## src/rtl/tl_timer_pkg.sv

```systemverilog
// tl_timer_pkg: shared types and defaults for the traffic-light interval timer.
// Optional feature macro: TL_TIMER_HOLD_EN (adds the hold/pause input).
package tl_timer_pkg;

  // FSM encoding; the top-level compares against these values directly.
  typedef enum logic [1:0] {
    T_SHORT = 2'd0,
    T_LONG  = 2'd1,
    T_DONE  = 2'd2
  } tl_state_e;

  localparam int DEF_PRESCALE    = 50;
  localparam int DEF_SHORT_TICKS = 3;
  localparam int DEF_LONG_TICKS  = 10;
  localparam int DEF_CNT_W       = 8;

`ifdef TL_TIMER_HOLD_EN
  localparam bit HOLD_EN = 1'b1;
`else
  localparam bit HOLD_EN = 1'b0;
`endif

endpackage

```

## src/rtl/tl_timer_if.sv

```systemverilog
// tl_timer_if: start/flag handshake between the traffic-light controller and
// its interval timer. With TL_TIMER_HOLD_EN defined a hold (pause) line is added.
interface tl_timer_if;
  logic st;
  logic ts;
  logic tl;
`ifdef TL_TIMER_HOLD_EN
  logic hold;

  modport master (output st, output hold, input ts, input tl);
  modport slave  (input st, input hold, output ts, output tl);
`else
  modport master (output st, input ts, input tl);
  modport slave  (input st, output ts, output tl);
`endif
endinterface

```

## src/rtl/tl_prescaler.sv

```systemverilog
// tl_prescaler: divides clk down to a one-cycle tick every PRESCALE enabled
// cycles. clr restarts the division and takes priority over en.
module tl_prescaler
  import tl_timer_pkg::*;
#(
  parameter int PRESCALE = DEF_PRESCALE
) (
  input  logic clk,
  input  logic reset_n,
  input  logic clr,
  input  logic en,
  output logic tick
);

  // A one-bit counter is kept for PRESCALE==1; it simply stays at zero.
  localparam int PRE_W = (PRESCALE > 1) ? $clog2(PRESCALE) : 1;
  localparam logic [PRE_W-1:0] PRE_LAST = PRE_W'(PRESCALE - 1);

  logic [PRE_W-1:0] pre_cnt;

  assign tick = en & (pre_cnt == PRE_LAST);

  // Prescale counter: cleared by restart, wraps after PRE_LAST, frozen when disabled.
  always_ff @(posedge clk or negedge reset_n) begin
    if (!reset_n) begin
      pre_cnt <= {PRE_W{1'b0}};
    end else if (clr) begin
      pre_cnt <= {PRE_W{1'b0}};
    end else if (en) begin
      if (pre_cnt == PRE_LAST) begin
        pre_cnt <= {PRE_W{1'b0}};
      end else begin
        pre_cnt <= pre_cnt + {{(PRE_W-1){1'b0}}, 1'b1};
      end
    end else begin
      pre_cnt <= pre_cnt;
    end
  end

endmodule

```

## src/rtl/tl_timer.sv

```systemverilog
// tl_timer: short/long interval timer for the highway/farm traffic-light
// controller. st restarts both intervals; ts/tl are level flags decoded from
// the FSM state register. Leaving reset behaves like a start pulse.
// Optional feature macro: TL_TIMER_HOLD_EN (hold pauses all counting).
module tl_timer
  import tl_timer_pkg::*;
#(
  parameter int PRESCALE    = DEF_PRESCALE,
  parameter int SHORT_TICKS = DEF_SHORT_TICKS,
  parameter int LONG_TICKS  = DEF_LONG_TICKS,
  parameter int CNT_W       = DEF_CNT_W
) (
  input logic       clk,
  input logic       reset_n,
  tl_timer_if.slave tif
);

  localparam logic [1:0] S_SHORT = T_SHORT;
  localparam logic [1:0] S_LONG  = T_LONG;
  localparam logic [1:0] S_DONE  = T_DONE;

  localparam logic [CNT_W-1:0] CNT_SHORT = CNT_W'(SHORT_TICKS);
  localparam logic [CNT_W-1:0] CNT_LONG  = CNT_W'(LONG_TICKS);
  localparam logic [CNT_W-1:0] CNT_ONE   = CNT_W'(1);

  // Parameter sanity: refuse configurations that cannot produce both flags.
  if (PRESCALE < 1) begin : g_bad_prescale
    $error("tl_timer: PRESCALE must be >= 1");
  end
  if (SHORT_TICKS < 1) begin : g_bad_short
    $error("tl_timer: SHORT_TICKS must be >= 1");
  end
  if (LONG_TICKS <= SHORT_TICKS) begin : g_bad_long
    $error("tl_timer: LONG_TICKS must exceed SHORT_TICKS");
  end
  if ((CNT_W < 31) && (LONG_TICKS >= (1 << CNT_W))) begin : g_bad_cnt_w
    $error("tl_timer: CNT_W too narrow for LONG_TICKS");
  end

  logic [1:0]       state;
  logic [1:0]       state_next;
  logic [CNT_W-1:0] tcnt;
  logic [CNT_W-1:0] tcnt_next;
  logic [CNT_W-1:0] tcnt_inc;
  logic             run;
  logic             pre_en;
  logic             tick;

`ifdef TL_TIMER_HOLD_EN
  assign run = ~tif.hold;
`else
  assign run = 1'b1;
`endif

  // Once both intervals have elapsed the prescaler is parked until the next st.
  assign pre_en   = run & (state != S_DONE);
  assign tcnt_inc = tcnt + CNT_ONE;

  tl_prescaler #(
    .PRESCALE (PRESCALE)
  ) u_prescaler (
    .clk     (clk),
    .reset_n (reset_n),
    .clr     (tif.st),
    .en      (pre_en),
    .tick    (tick)
  );

  // Next-state and tick-count logic; a restart outranks any tick in the same cycle.
  always_comb begin
    state_next = state;
    tcnt_next  = tcnt;
    if (tif.st) begin
      state_next = S_SHORT;
      tcnt_next  = {CNT_W{1'b0}};
    end else if (tick) begin
      case (state)
        S_SHORT: begin
          tcnt_next = tcnt_inc;
          if (tcnt_inc == CNT_SHORT) begin
            state_next = S_LONG;
          end else begin
            state_next = S_SHORT;
          end
        end
        S_LONG: begin
          tcnt_next = tcnt_inc;
          if (tcnt_inc == CNT_LONG) begin
            state_next = S_DONE;
          end else begin
            state_next = S_LONG;
          end
        end
        S_DONE: begin
          state_next = S_DONE;
          tcnt_next  = tcnt;
        end
        default: begin
          state_next = S_SHORT;
          tcnt_next  = {CNT_W{1'b0}};
        end
      endcase
    end else begin
      state_next = state;
      tcnt_next  = tcnt;
    end
  end

  // State and tick counter registers.
  always_ff @(posedge clk or negedge reset_n) begin
    if (!reset_n) begin
      state <= S_SHORT;
      tcnt  <= {CNT_W{1'b0}};
    end else begin
      state <= state_next;
      tcnt  <= tcnt_next;
    end
  end

  // Flags come straight from the state register so st never reaches them combinationally.
  always_comb begin
    tif.ts = 1'b0;
    tif.tl = 1'b0;
    case (state)
      S_SHORT: begin
        tif.ts = 1'b0;
        tif.tl = 1'b0;
      end
      S_LONG: begin
        tif.ts = 1'b1;
        tif.tl = 1'b0;
      end
      S_DONE: begin
        tif.ts = 1'b1;
        tif.tl = 1'b1;
      end
      default: begin
        tif.ts = 1'b0;
        tif.tl = 1'b0;
      end
    endcase
  end

endmodule
```

## src/flat_wrapper.sv

```systemverilog
// flat-port wrapper written by rule: the top's interface ports become plain ports
module tl_timer_flat import tl_timer_pkg::*;
#(
  parameter int PRESCALE    = DEF_PRESCALE,
  parameter int SHORT_TICKS = DEF_SHORT_TICKS,
  parameter int LONG_TICKS  = DEF_LONG_TICKS,
  parameter int CNT_W       = DEF_CNT_W
)
  (clk, reset_n, tif_st, tif_ts, tif_tl);
  tl_timer_if tif_i ();
  input logic clk;
  input logic reset_n;
  input wire logic [$bits(tif_i.st)-1:0] tif_st;
  output wire logic [$bits(tif_i.ts)-1:0] tif_ts;
  output wire logic [$bits(tif_i.tl)-1:0] tif_tl;
  assign tif_i.st = tif_st;
  assign tif_ts = tif_i.ts;
  assign tif_tl = tif_i.tl;
  tl_timer #(.PRESCALE(PRESCALE), .SHORT_TICKS(SHORT_TICKS), .LONG_TICKS(LONG_TICKS), .CNT_W(CNT_W)) u_core (.clk(clk), .reset_n(reset_n), .tif(tif_i));
endmodule
```

## config.mk

```make
export PLATFORM = sky130hd
export DESIGN_NAME = tl_timer_flat
export DESIGN_NICKNAME = d
export VERILOG_FILES = /design/src/rtl/tl_timer_pkg.sv /design/src/rtl/tl_timer_if.sv /design/src/rtl/tl_prescaler.sv /design/src/rtl/tl_timer.sv /design/src/flat_wrapper.sv
export SDC_FILE = /design/constraint.sdc
export NUM_CORES = 1
export LEC_CHECK = 0
export ABC_AREA = 1
export CAP_MARGIN = 20
export CORE_UTILIZATION = 46
export DETAILED_ROUTE_END_ITERATION = 8
export PLACE_DENSITY = 0.6
export SLEW_MARGIN = 20
export SYNTH_ARGS = -nofsm -noshare
export SYNTH_HDL_FRONTEND = slang
export SYNTH_SLANG_ARGS = --single-unit
```

## constraint.sdc

```tcl
create_clock -name clk -period 1.8 [get_ports clk]
set_clock_uncertainty 0.1 [all_clocks]
set_input_delay 0.27 -clock clk [delete_from_list [all_inputs] [get_ports clk]]
set_output_delay 0.27 -clock clk [all_outputs]
set_load 0.02 [all_outputs]
```

==> impl_metrics.json, run 1 <==
{
  "synth-seq-cells": 16,
  "timing.hold.worst.class": "in -> async",
  "syn_avg_cell_area_sq_um": 7.76,
  "power.static_leakage_nw": 0.630,
  "drv_cap": 0,
  "root_buffer": "sky130_fd_sc_hd__clkbuf_4",
  "vias_in_the_first_global_route": 941,
  "clock-sinks": 16,
  "most-common-layout-cells": "31 x sky130_fd_sc_hd__nand2_1, 18 x sky130_fd_sc_hd__inv_1, 16 x sky130_fd_sc_hd__dfrtp_1",
  "nFillCells": 234,
  "detailed_place_hpwl_mm": 1.74,
  "cts_buffer_depth": 2,
  "setup_buffers_after_cts": 0,
  "crit_path_end_kind": "flip-flop",
  "synth_sequential_area_ratio_pct": 36.3,
  "wire_length_of_the_first_global_routing_pass_mm": 4.00,
  "tightestPinTransition_ns": 0.303,
  "slew_headroom_pct": 79.8,
  "yosys.area_share.xor_xnor_pct": 4.77,
  "synth_simple_gate_area_share_pct": 30.8,
  "crit_required_ns": 1.87,
  "crit_path_cell_trace": "inv_1 > ha_2 > inv_1 > nor2_2 > inv_1 > nand2_2 > inv_2 > buf_4 > nand4_1 > o21ai_0",
  "largest_net_degree_at_the_start_of_global_routing": 17,
  "h-tree-depth": 1,
  "status": "finished clean",
  "setup.worst_path.class": "reg -> reg",
  "instances_no_fill": 185,
  "layout_cell_share_with_drive_strength_beyond_1_pct": 18.5,
  "routed-via-count": 923,
  "worst_ir_drop_vdd_mv": 0.375,
  "synth.cell_area_sq_um": 1100,
  "critical-path-slowest-cell": "sky130_fd_sc_hd__dfrtp_1",
  "setup.reg_to_reg.worst_slack_ns": 0.11,
  "number_of_buffers_created_by_cts": 3,
  "groute.usage.overall_pct": 21.1,
  "rsz_0062_raised_after_global_routing": "false",
  "critical-path-max-stage-delay_ns": 0.39,
  "post_synth_mux_area_share_pct": 0,
  "clkSlewWorstSetupHoldPaths_ns": 0.10,
  "drt_wl_total_mm": 2.28,
  "finalSetupViolCount": 0,
  "clock.fmax_mhz": 592,
  "final_min_period_over_clock_period_pct": 93.8,
  "synthToLayoutAreaGrowth_pct": 14.1,
  "die-height_microns": 51.0,
  "nNetsFinal": 170,
  "crit_path_start_kind": "flip-flop",
  "routed_via_density": 4.99,
  "post_synthesis_cells": 142,
  "drc": 0,
  "initial_core_utilization_pct": 49.4,
  "synth_compound_gate_area_share_pct": 9.08,
  "arrival_ns": 1.76,
  "post_synth_num_cell_types": 22,
  "main_combinational_cell_family_by_area_after_synthesis": "simple AND/OR/NAND/NOR gates",
  "antenna_fix_cells": 0,
  "worstReg2RegStart": "u_core.state[0]$_DFFE_PN0N_",
  "layout_commonest_cell": "sky130_fd_sc_hd__nand2_1",
  "coreArea_sq_um": 2230,
  "path_common_cell": "sky130_fd_sc_hd__inv_1",
  "die_x_microns": 51.0,
  "globalRoute.totalOverflow": 0,
  "clock_insertion_delay_worst_skew_ns": 0.28,
  "total_die_area_sq_um": 2600,
  "gp_congestion": 0.847,
  "detail_route.wl_per_cell_microns": 12.3,
  "fin_crit_ns": 1.69,
  "ios": 5,
  "grt_antenna_before_repair": 0,
  "rows": 17,
  "first_pass_iters": 4,
  "placed_instances": 181,
  "mappedNetlistNets": 154,
  "maxSlewViolCount": 0,
  "synthesis.yosys.warnings": 0,
  "drt_iter0_markers": 13,
  "critical_path.max_fanout": 8,
  "cts_tree": "built",
  "pwrdens_nw_per_um2": 671,
  "worst_r2r_endpoint": "u_core.tcnt[3]$_DFFE_PN0P_",
  "final-hold-violation-count": 0,
  "totalNegativeSetupSlack_ns": 0,
  "worst-r2r-cell-count": 10,
  "postRouteAntennaNets": 0,
  "p_total_mw": 0.844,
  "synth_adder_area_share_pct": 10.2,
  "port_bufs": 4
}
-- worst max-delay path by stage --
stage / slack, ns / depth (start not counted) / end / start
after floorplan: 0.10 / 9 / u_core.tcnt[1]$_DFFE_PN0P_ / u_core.state[0]$_DFFE_PN0N_
after global placement: 0.12 / 8 / u_core.tcnt[3]$_DFFE_PN0P_ / tif_st
after detailed placement: 0.08 / 8 / u_core.tcnt[3]$_DFFE_PN0P_ / tif_st
after CTS: 0.03 / 3 / tif_ts / u_core.state[1]$_DFFE_PN0N_
after global routing: 0.01 / 11 / u_core.state[0]$_DFFE_PN0N_ / u_core.tcnt[1]$_DFFE_PN0P_
final: 0.11 / 10 / u_core.tcnt[3]$_DFFE_PN0P_ / u_core.state[0]$_DFFE_PN0N_
-- state kept, by name, indices dropped and copies added, names as in the netlist --
name,cells
u_core.state,2
u_core.tcnt,8
u_core.u_prescaler.pre_cnt,6
-- cells by family after synthesis --
kind of cell / count (synthesis)
buf+inv: 22
compound gates: 17
simple gates: 72
flops: 16
xor+xnor: 6
fa+ha+maj: 9
-- per-stage QoR --
| step | util [%] | instance area [sq um] | hold slack (ns) | worst slack [ns] |
|---|---|---|---|---|
| 3_5_place_dp | 54.7 | 1220 | 0.444 | 0.0848 |
| 5_1_grt | 56.3 | 1260 | 0.211 | 0.0136 |
| 2_1_floorplan | - | 1100 | -0.126 | 0.103 |
| 3_3_place_gp | 54.7 | 1220 | 0.429 | 0.121 |
| 6_report | 56.3 | 1260 | 0.200 | 0.111 |
| 4_1_cts | 56.2 | 1260 | 0.205 | 0.0257 |
-- cell type report --
cell class | count | area, sq um | area share [%]
Clock buffer | 4 | 36.3 | 2.89
Inverter | 20 | 75.1 | 5.97
Multi-Input combinational cell | 104 | 609 | 48.5
Sequential cell | 16 | 400 | 31.8
Tap cell | 28 | 35.0 | 2.79
Timing Repair Buffer | 13 | 101 | 8.06
-- power by group --
group	total [mW]	switching, mW	internal [mW]
registers	0.402	0.0215	0.381
logic	0.197	0.114	0.0833
clock network	0.244	0.121	0.123
-- synthesized netlist by cell type --
| cell type | n | area (sq um) |
|---|---|---|
| sky130_fd_sc_hd__inv_1 | 18 | 67.6 |
| sky130_fd_sc_hd__nand4_1 | 4 | 25.0 |
| sky130_fd_sc_hd__o21ai_0 | 6 | 30.0 |
| sky130_fd_sc_hd__nand3_1 | 13 | 65.1 |
| sky130_fd_sc_hd__nand2_1 | 31 | 116 |
| sky130_fd_sc_hd__dfrtp_1 | 16 | 400 |
| sky130_fd_sc_hd__o21ai_1 | 1 | 5.00 |
| sky130_fd_sc_hd__xor2_1 | 4 | 35.0 |
| sky130_fd_sc_hd__buf_6 | 2 | 22.5 |
| sky130_fd_sc_hd__nand2_2 | 2 | 12.5 |
| sky130_fd_sc_hd__o22ai_1 | 5 | 31.3 |
| sky130_fd_sc_hd__ha_1 | 9 | 113 |
| sky130_fd_sc_hd__nor2_1 | 14 | 52.6 |
| sky130_fd_sc_hd__nor2_4 | 1 | 11.3 |
| sky130_fd_sc_hd__xnor2_1 | 2 | 17.5 |
| sky130_fd_sc_hd__a21oi_2 | 1 | 8.76 |
| sky130_fd_sc_hd__nor2_2 | 4 | 25.0 |
| sky130_fd_sc_hd__a21oi_1 | 2 | 10.0 |
| sky130_fd_sc_hd__o21bai_1 | 2 | 15.0 |
| sky130_fd_sc_hd__inv_2 | 2 | 7.51 |
| sky130_fd_sc_hd__nand2_4 | 1 | 11.3 |
| sky130_fd_sc_hd__nand3_2 | 2 | 20.0 |
-- metal layers --
metal  wire [microns]  global-route usage, %  vias to the layer above
li1                 -                      -                      490
met1             1130                   26.7                      427
met2             1100                   36.0                        4
met3               33                   2.98                        2
met4               17                   8.33                        0
met5                0                      0                        -
-- timing repair --
action	in CTS	in global routing
hold buffers	0	0
hold endpoints to repair	0	0
gates resized for setup	2	4
endpoints found under the setup margin	2	4
-- worst max-delay path, delay by kind of cell, from the launching register on --
family | cells | cell delay [ns]
compound gates | 1 | 0.09
buf+inv | 5 | 0.46
simple gates | 3 | 0.33
fa+ha+maj | 1 | 0.20
flops | 1 | 0.39
(Power assumes the default switching activity.)
==> inputs of run 2 (changes only) <==
--- a/config.mk
+++ b/config.mk
@@ -5,7 +5,6 @@
 export SDC_FILE = /design/constraint.sdc
 export NUM_CORES = 1
 export LEC_CHECK = 0
-export ABC_AREA = 1
 export CAP_MARGIN = 20
 export CORE_UTILIZATION = 46
 export DETAILED_ROUTE_END_ITERATION = 8
==> impl_metrics.json, run 2 <==
{
  "largest_net_degree_at_the_start_of_global_routing": 17,
  "syn_avg_cell_area_sq_um": 9.38,
  "critical_path.max_fanout": 2,
  "ys_top_cells_by_area": "sky130_fd_sc_hd__dfrtp_1 37%, sky130_fd_sc_hd__ha_1 11%, sky130_fd_sc_hd__o31ai_2 5.8%",
  "post_synth_mux_area_share_pct": 0.936,
  "route.top_layer_used": "met4",
  "status": "finished clean",
  "clock_insertion_delay_worst_skew_ns": 0.29,
  "die-height_microns": 50.2,
  "worst-r2r-cell-count": 6,
  "drt_wl_total_mm": 2.51,
  "port_bufs": 4,
  "postRouteAntennaNets": 0,
  "intPower_mw": 0.610,
  "largest_register": "u_core.tcnt",
  "final-hold-violation-count": 0,
  "cts_buffer_depth": 2,
  "synth_commonest_cells": "16 x sky130_fd_sc_hd__dfrtp_1, 15 x sky130_fd_sc_hd__nand2_1, 12 x sky130_fd_sc_hd__o21ai_0, 9 x sky130_fd_sc_hd__ha_1, 8 x sky130_fd_sc_hd__and3_1",
  "synth_compound_gate_area_share_pct": 20.2,
  "crit_path_end_kind": "flip-flop",
  "power.switching_mw": 0.259,
  "synth.cell_area_sq_um": 1070,
  "power_frac_seq_pct": 46.1,
  "final_area_sq_um": 1460,
  "post_synthesis_cells": 114,
  "synth_sequential_area_ratio_pct": 37.4,
  "synth_simple_gate_area_share_pct": 22.6,
  "layout_top_registers": "u_core.tcnt x8, u_core.u_prescaler.pre_cnt x6, u_core.state x2",
  "fin_crit_ns": 1.79,
  "rows": 17,
  "yosys.area_share.xor_xnor_pct": 4.09,
  "mappedNetlistNets": 126,
  "synth_adder_area_share_pct": 10.5,
  "cts_hold_buf": 0,
  "most-common-layout-cells": "26 x sky130_fd_sc_hd__buf_4, 16 x sky130_fd_sc_hd__dfrtp_1, 15 x sky130_fd_sc_hd__nand2_1",
  "die_x_microns": 50.2,
  "crit_path_start_kind": "flip-flop",
  "met2_length_mm": 1.27,
  "clock-sinks": 16,
  "wire_length_of_the_first_global_routing_pass_mm": 4.07,
  "clockPowerShare_pct": 28.4,
  "initial_core_utilization_pct": 48.4,
  "routed-via-count": 969,
  "layout_commonest_cell": "sky130_fd_sc_hd__buf_4",
  "instances_no_fill": 173,
  "largest_reg_flops": 8,
  "rsz_0062_raised_after_global_routing": "true",
  "slew_headroom_pct": 77.3,
  "clock.fmax_mhz": 560,
  "tightestPinTransition_ns": 0.340,
  "drc": 0,
  "crit_required_ns": 1.89,
  "synth_enable_flop_cells": 0,
  "routed_via_density": 5.60,
  "switching_share_pct": 29.8,
  "root_buffer": "sky130_fd_sc_hd__clkbuf_4",
  "post_synth_num_cell_types": 32,
  "worstReg2RegStart": "u_core.tcnt[1]$_DFFE_PN0P_",
  "setup.worst_path.class": "reg -> reg",
  "drt_iter0_markers": 17,
  "synth-seq-cells": 16,
  "netlist.top_cell.by_area": "sky130_fd_sc_hd__dfrtp_1",
  "synthToLayoutAreaGrowth_pct": 36.0,
  "synthMostInstantiatedCell": "sky130_fd_sc_hd__dfrtp_1",
  "ys_async_sr_fraction_pct": 100,
  "arrival_ns": 1.88,
  "antenna_fix_cells": 0,
  "pwrdens_nw_per_um2": 597,
  "wl_met1_mm": 1.17,
  "first_pass_iters": 4,
  "detail_route.wl_per_cell_microns": 14.5,
  "power.combinational.fraction_pct": 25.6,
  "clkSlewWorstSetupHoldPaths_ns": 0.10,
  "globalRoute.totalOverflow": 0,
  "ios": 5,
  "number_of_buffers_created_by_cts": 3,
  "amount_of_wire_on_met3_after_detailed_routing_microns": 53,
  "drv_cap": 0,
  "final_min_period_over_clock_period_pct": 99.3,
  "worstSetupStartpoint": "u_core.tcnt[1]$_DFFE_PN0P_",
  "crit_path_end": "u_core.state[1]$_DFFE_PN0N_",
  "nNetsFinal": 158,
  "ys.flop_type": "sky130_fd_sc_hd__dfrtp_1",
  "groute.usage.overall_pct": 21.9,
  "worst_r2r_endpoint": "u_core.state[1]$_DFFE_PN0N_",
  "total_die_area_sq_um": 2520,
  "placed_instances": 166,
  "worst_ir_drop_vdd_mv": 0.427,
  "maxSlewViolCount": 0,
  "setup.reg_to_reg.worst_slack_ns": 0.01,
  "power.static_leakage_nw": 0.685,
  "grt_antenna_before_repair": 0,
  "cts_tree": "built",
  "layout_cell_share_with_drive_strength_beyond_1_pct": 36.6,
  "vias_in_the_first_global_route": 908,
  "timing.hold.worst.class": "in -> async",
  "detailed_place_hpwl_mm": 1.84,
  "h-tree-depth": 1,
  "gp_congestion": 0.820,
  "synthesis.yosys.warnings": 0,
  "main_combinational_cell_family_by_area_after_synthesis": "simple AND/OR/NAND/NOR gates",
  "netlist.area_leader.share_pct": 37.4,
  "placement.cell_area_sq_um": 1340,
  "coreArea_sq_um": 2210,
  "finalSetupViolCount": 0
}
[run 2: how the worst min path moves through the flow]
stage | start | slack (ns) | endpoint
floorplan | reset_n | -0.13 | u_core.state[0]$_DFFE_PN0N_
CTS | reset_n | 0.18 | u_core.state[0]$_DFFE_PN0N_
global route | reset_n | 0.21 | u_core.state[0]$_DFFE_PN0N_
finish | reset_n | 0.19 | u_core.state[0]$_DFFE_PN0N_
detailed placement | u_core.u_prescaler.pre_cnt[5]$_DFFE_PN0P_ | 0.44 | u_core.u_prescaler.pre_cnt[5]$_DFFE_PN0P_
global placement | u_core.u_prescaler.pre_cnt[5]$_DFFE_PN0P_ | 0.42 | u_core.u_prescaler.pre_cnt[5]$_DFFE_PN0P_
[run 2: timing repair]
item / CTS / global route
pin swaps: 6 / 7
endpoints found under the setup margin: 12 / 13
resized for setup: 5 / 12
buffers inserted: 0 / 3
cloned: 0 / 0
[run 2: metrics by stage]
| step | hold slack (ns) | setup WS [ns] | utilization [%] | TNS [ns] | total power [mW] |
|---|---|---|---|---|---|
| 2_1_floorplan | -0.126 | -0.0450 | - | -0.0450 | 0.512 |
| 3_3_place_gp | 0.424 | -0.0576 | 60.5 | -0.202 | 0.602 |
| 3_5_place_dp | 0.442 | -0.109 | 60.5 | -0.618 | 0.612 |
| 4_1_cts | 0.180 | -0.0318 | 62.7 | -0.0318 | 0.859 |
| 5_1_grt | 0.208 | -0.0559 | 65.8 | -0.124 | 0.921 |
| 6_report | 0.187 | 0.0131 | 65.8 | 0 | 0.869 |
[run 2: logic make-up after synthesis]
kind of cell               count (synthesis)
and+or+nand+nor                           45
AOI/OAI and AO/OA                         28
DFF                                       16
buffers and inverters                     10
adders and majority gates                  9
xor gates and xnor gates                   5
muxes                                      1
[run 2: layout make-up]
class / instances / area (sq um)
Fill cell: 197 / 757
Multi-Input combinational cell: 88 / 724
Sequential cell: 16 / 400
Timing Repair Buffer: 30 / 233
Clock buffer: 4 / 36.3
Tap cell: 28 / 35.0
Inverter: 7 / 26.3
[run 2: per-layer routing]
layer | track usage [%] | vias up
met5 | 0 | -
met1 | 25.8 | 477
met2 | 38.9 | 13
met3 | 3.64 | 2
met4 | 8.57 | 0
li1 | - | 477
[run 2: power by group through the flow]
| stage | Clock [mW] | Combinational, mW | Sequential, mW |
|---|---|---|---|
| 5_1_grt | 0.269 | 0.250 | 0.403 |
| 6_report | 0.246 | 0.222 | 0.400 |
| 3_3_place_gp | 0 | 0.200 | 0.402 |
| 2_1_floorplan | 0 | 0.102 | 0.410 |
| 4_1_cts | 0.254 | 0.209 | 0.397 |
| 3_5_place_dp | 0 | 0.208 | 0.404 |
[run 2: critical path: stages, from the launching register on]
cell	delay, ns
sky130_fd_sc_hd__dfrtp_1	0.40
sky130_fd_sc_hd__ha_2	0.19
sky130_fd_sc_hd__and3_4	0.14
sky130_fd_sc_hd__and3_4	0.17
sky130_fd_sc_hd__a221o_1	0.32
sky130_fd_sc_hd__and3_4	0.16
sky130_fd_sc_hd__a31o_1	0.20
==> inputs of run 3 (changes only) <==
--- a/config.mk
+++ b/config.mk
@@ -9,6 +9,7 @@
 export CORE_UTILIZATION = 46
 export DETAILED_ROUTE_END_ITERATION = 8
 export PLACE_DENSITY = 0.6
+export SKIP_LAST_GASP = 1
 export SLEW_MARGIN = 20
 export SYNTH_ARGS = -nofsm -noshare
 export SYNTH_HDL_FRONTEND = slang
==> impl_metrics.json, run 3 (same netlist as run 2, synthesis figures left out) <==
{
  "status": "finished, violations left",
  "violated_checks": "setup timing",
  "die-height_microns": 50.2,
  "drt_wl_total_mm": 2.52,
  "layout_commonest_cell": "sky130_fd_sc_hd__buf_4",
  "initial_core_utilization_pct": 48.4,
  "fin_crit_ns": 1.81,
  "worst_ir_drop_vdd_mv": 0.426,
  "pwrdens_nw_per_um2": 601,
  "postRouteAntennaNets": 0,
  "detailed_place_hpwl_mm": 1.84,
  "fin_hold_ws_ns": 0.182,
  "die_x_microns": 50.2,
  "tightestPinTransition_ns": 0.319,
  "wire_length_of_the_first_global_routing_pass_mm": 4.07,
  "finalSetupViolCount": 1,
  "root_buffer": "sky130_fd_sc_hd__clkbuf_4",
  "critical_path.max_fanout": 2,
  "routed_via_density": 5.71,
  "clock.fmax_mhz": 551,
  "grt_antenna_before_repair": 0,
  "rsz_0062_raised_after_global_routing": "true",
  "final_min_period_over_clock_period_pct": 101,
  "layout.core_utilization_pct": 65.4,
  "clkSlewWorstSetupHoldPaths_ns": 0.10,
  "layout_top_registers": "u_core.tcnt x8, u_core.u_prescaler.pre_cnt x6, u_core.state x2",
  "drc": 0,
  "clock_insertion_delay_worst_skew_ns": 0.29,
  "nFillCells": 197,
  "antenna_fix_cells": 0,
  "total_die_area_sq_um": 2520,
  "largest_reg_flops": 8,
  "ios": 5,
  "h-tree-depth": 1,
  "totalNegativeSetupSlack_ns": -0.0139,
  "number_of_buffers_created_by_cts": 3,
  "clock-sinks": 16,
  "slew_headroom_pct": 78.5,
  "synthToLayoutAreaGrowth_pct": 35.2,
  "rows": 17,
  "cts_hold_buf": 0,
  "first_pass_iters": 6,
  "layout_cell_share_with_drive_strength_beyond_1_pct": 36.6,
  "port_bufs": 4,
  "final-hold-violation-count": 0,
  "gp_congestion": 0.820,
  "most-common-layout-cells": "26 x sky130_fd_sc_hd__buf_4, 16 x sky130_fd_sc_hd__dfrtp_1, 15 x sky130_fd_sc_hd__nand2_1",
  "finalWorstSetupSlack_ns": -0.0139,
  "setup.worst_path.class": "reg -> reg",
  "crit_path_end_kind": "flip-flop",
  "power.static_leakage_nw": 0.684,
  "cts_buffer_depth": 2,
  "arrival_ns": 1.91,
  "drv_cap": 0,
  "vias_in_the_first_global_route": 908,
  "largest_net_degree_at_the_start_of_global_routing": 17,
  "routed-via-count": 987,
  "nNetsFinal": 158,
  "crit_required_ns": 1.89,
  "detail_route.wl_per_cell_microns": 14.5,
  "coreArea_sq_um": 2210,
  "crit_path_start_kind": "flip-flop",
  "largest_register": "u_core.tcnt",
  "timing.hold.worst.class": "in -> async",
  "cts_tree": "built",
  "groute.usage.overall_pct": 21.9,
  "globalRoute.totalOverflow": 0,
  "drt_iter0_markers": 13,
  "maxSlewViolCount": 0
}
==> run 3: cell counts in the layout (fill, tap and decap cells not counted) <==
Identical to the previous run, type by type.
==> run 3: power by group <==
group          internal (mW)  switching [mW]
Sequential             0.381          0.0195
Combinational          0.106           0.114
Clock                  0.123           0.125
Total                  0.610           0.259
==> run 3: critical path, stage by stage, from the launching register on <==
cell and delay (ns):
sky130_fd_sc_hd__dfrtp_1 0.41, sky130_fd_sc_hd__ha_2 0.19, sky130_fd_sc_hd__and3_4 0.15, sky130_fd_sc_hd__and3_4 0.17
sky130_fd_sc_hd__a221o_1 0.34, sky130_fd_sc_hd__and3_4 0.16, sky130_fd_sc_hd__a31o_1 0.20
==> run 3: what timing repair did <==
item                       4_1_cts  5_1_grt
resized for setup                5       10
buffers inserted                 0        3
setup endpoints to repair       12       13
pin swaps                        6        7
==> run 3: final timing paths <==
check	from	to	slack, ns	cells after the start
setup / recovery	u_core.tcnt[1]$_DFFE_PN0P_	u_core.state[1]$_DFFE_PN0N_	-0.01	6
max in group asynchronous	reset_n	u_core.tcnt[7]$_DFFE_PN0P_	1.22	2
hold / removal	reset_n	u_core.state[0]$_DFFE_PN0N_	0.18	2
hold reg to reg	u_core.u_prescaler.pre_cnt[5]$_DFFE_PN0P_	u_core.u_prescaler.pre_cnt[5]$_DFFE_PN0P_	0.47	1
min in group clk	u_core.u_prescaler.pre_cnt[5]$_DFFE_PN0P_	u_core.u_prescaler.pre_cnt[5]$_DFFE_PN0P_	0.47	1
setup reg to reg	u_core.tcnt[1]$_DFFE_PN0P_	u_core.state[1]$_DFFE_PN0N_	-0.01	6
==> run 3: layer usage <==
layer,wire length (microns),global-route usage [%]
met4,25,8.57
met3,82,3.64
met1,1150,25.8
met5,0,0
met2,1260,38.9
==> run 3: final cells by class <==
| type | count | area [sq um] | share of cell area (%) |
|---|---|---|---|
| clock buffer | 4 | 36.3 | 2.51 |
| inverter | 7 | 26.3 | 1.82 |
| multi-input combinational | 88 | 716 | 49.5 |
| sequential | 16 | 400 | 27.7 |
| tap | 28 | 35.0 | 2.42 |
| timing repair buffer | 30 | 233 | 16.1 |
==> run 3: per-stage QoR <==
step,cells,cell area [sq um],setup slack (ns),power (mW)
after floorplan,114,1110,-0.0450,0.512
after global placement,166,1340,-0.0576,0.602
after detailed placement,166,1340,-0.109,0.612
after CTS,170,1390,-0.0318,0.859
after global routing,173,1450,-0.0255,0.919
final,173,1450,-0.0139,0.869
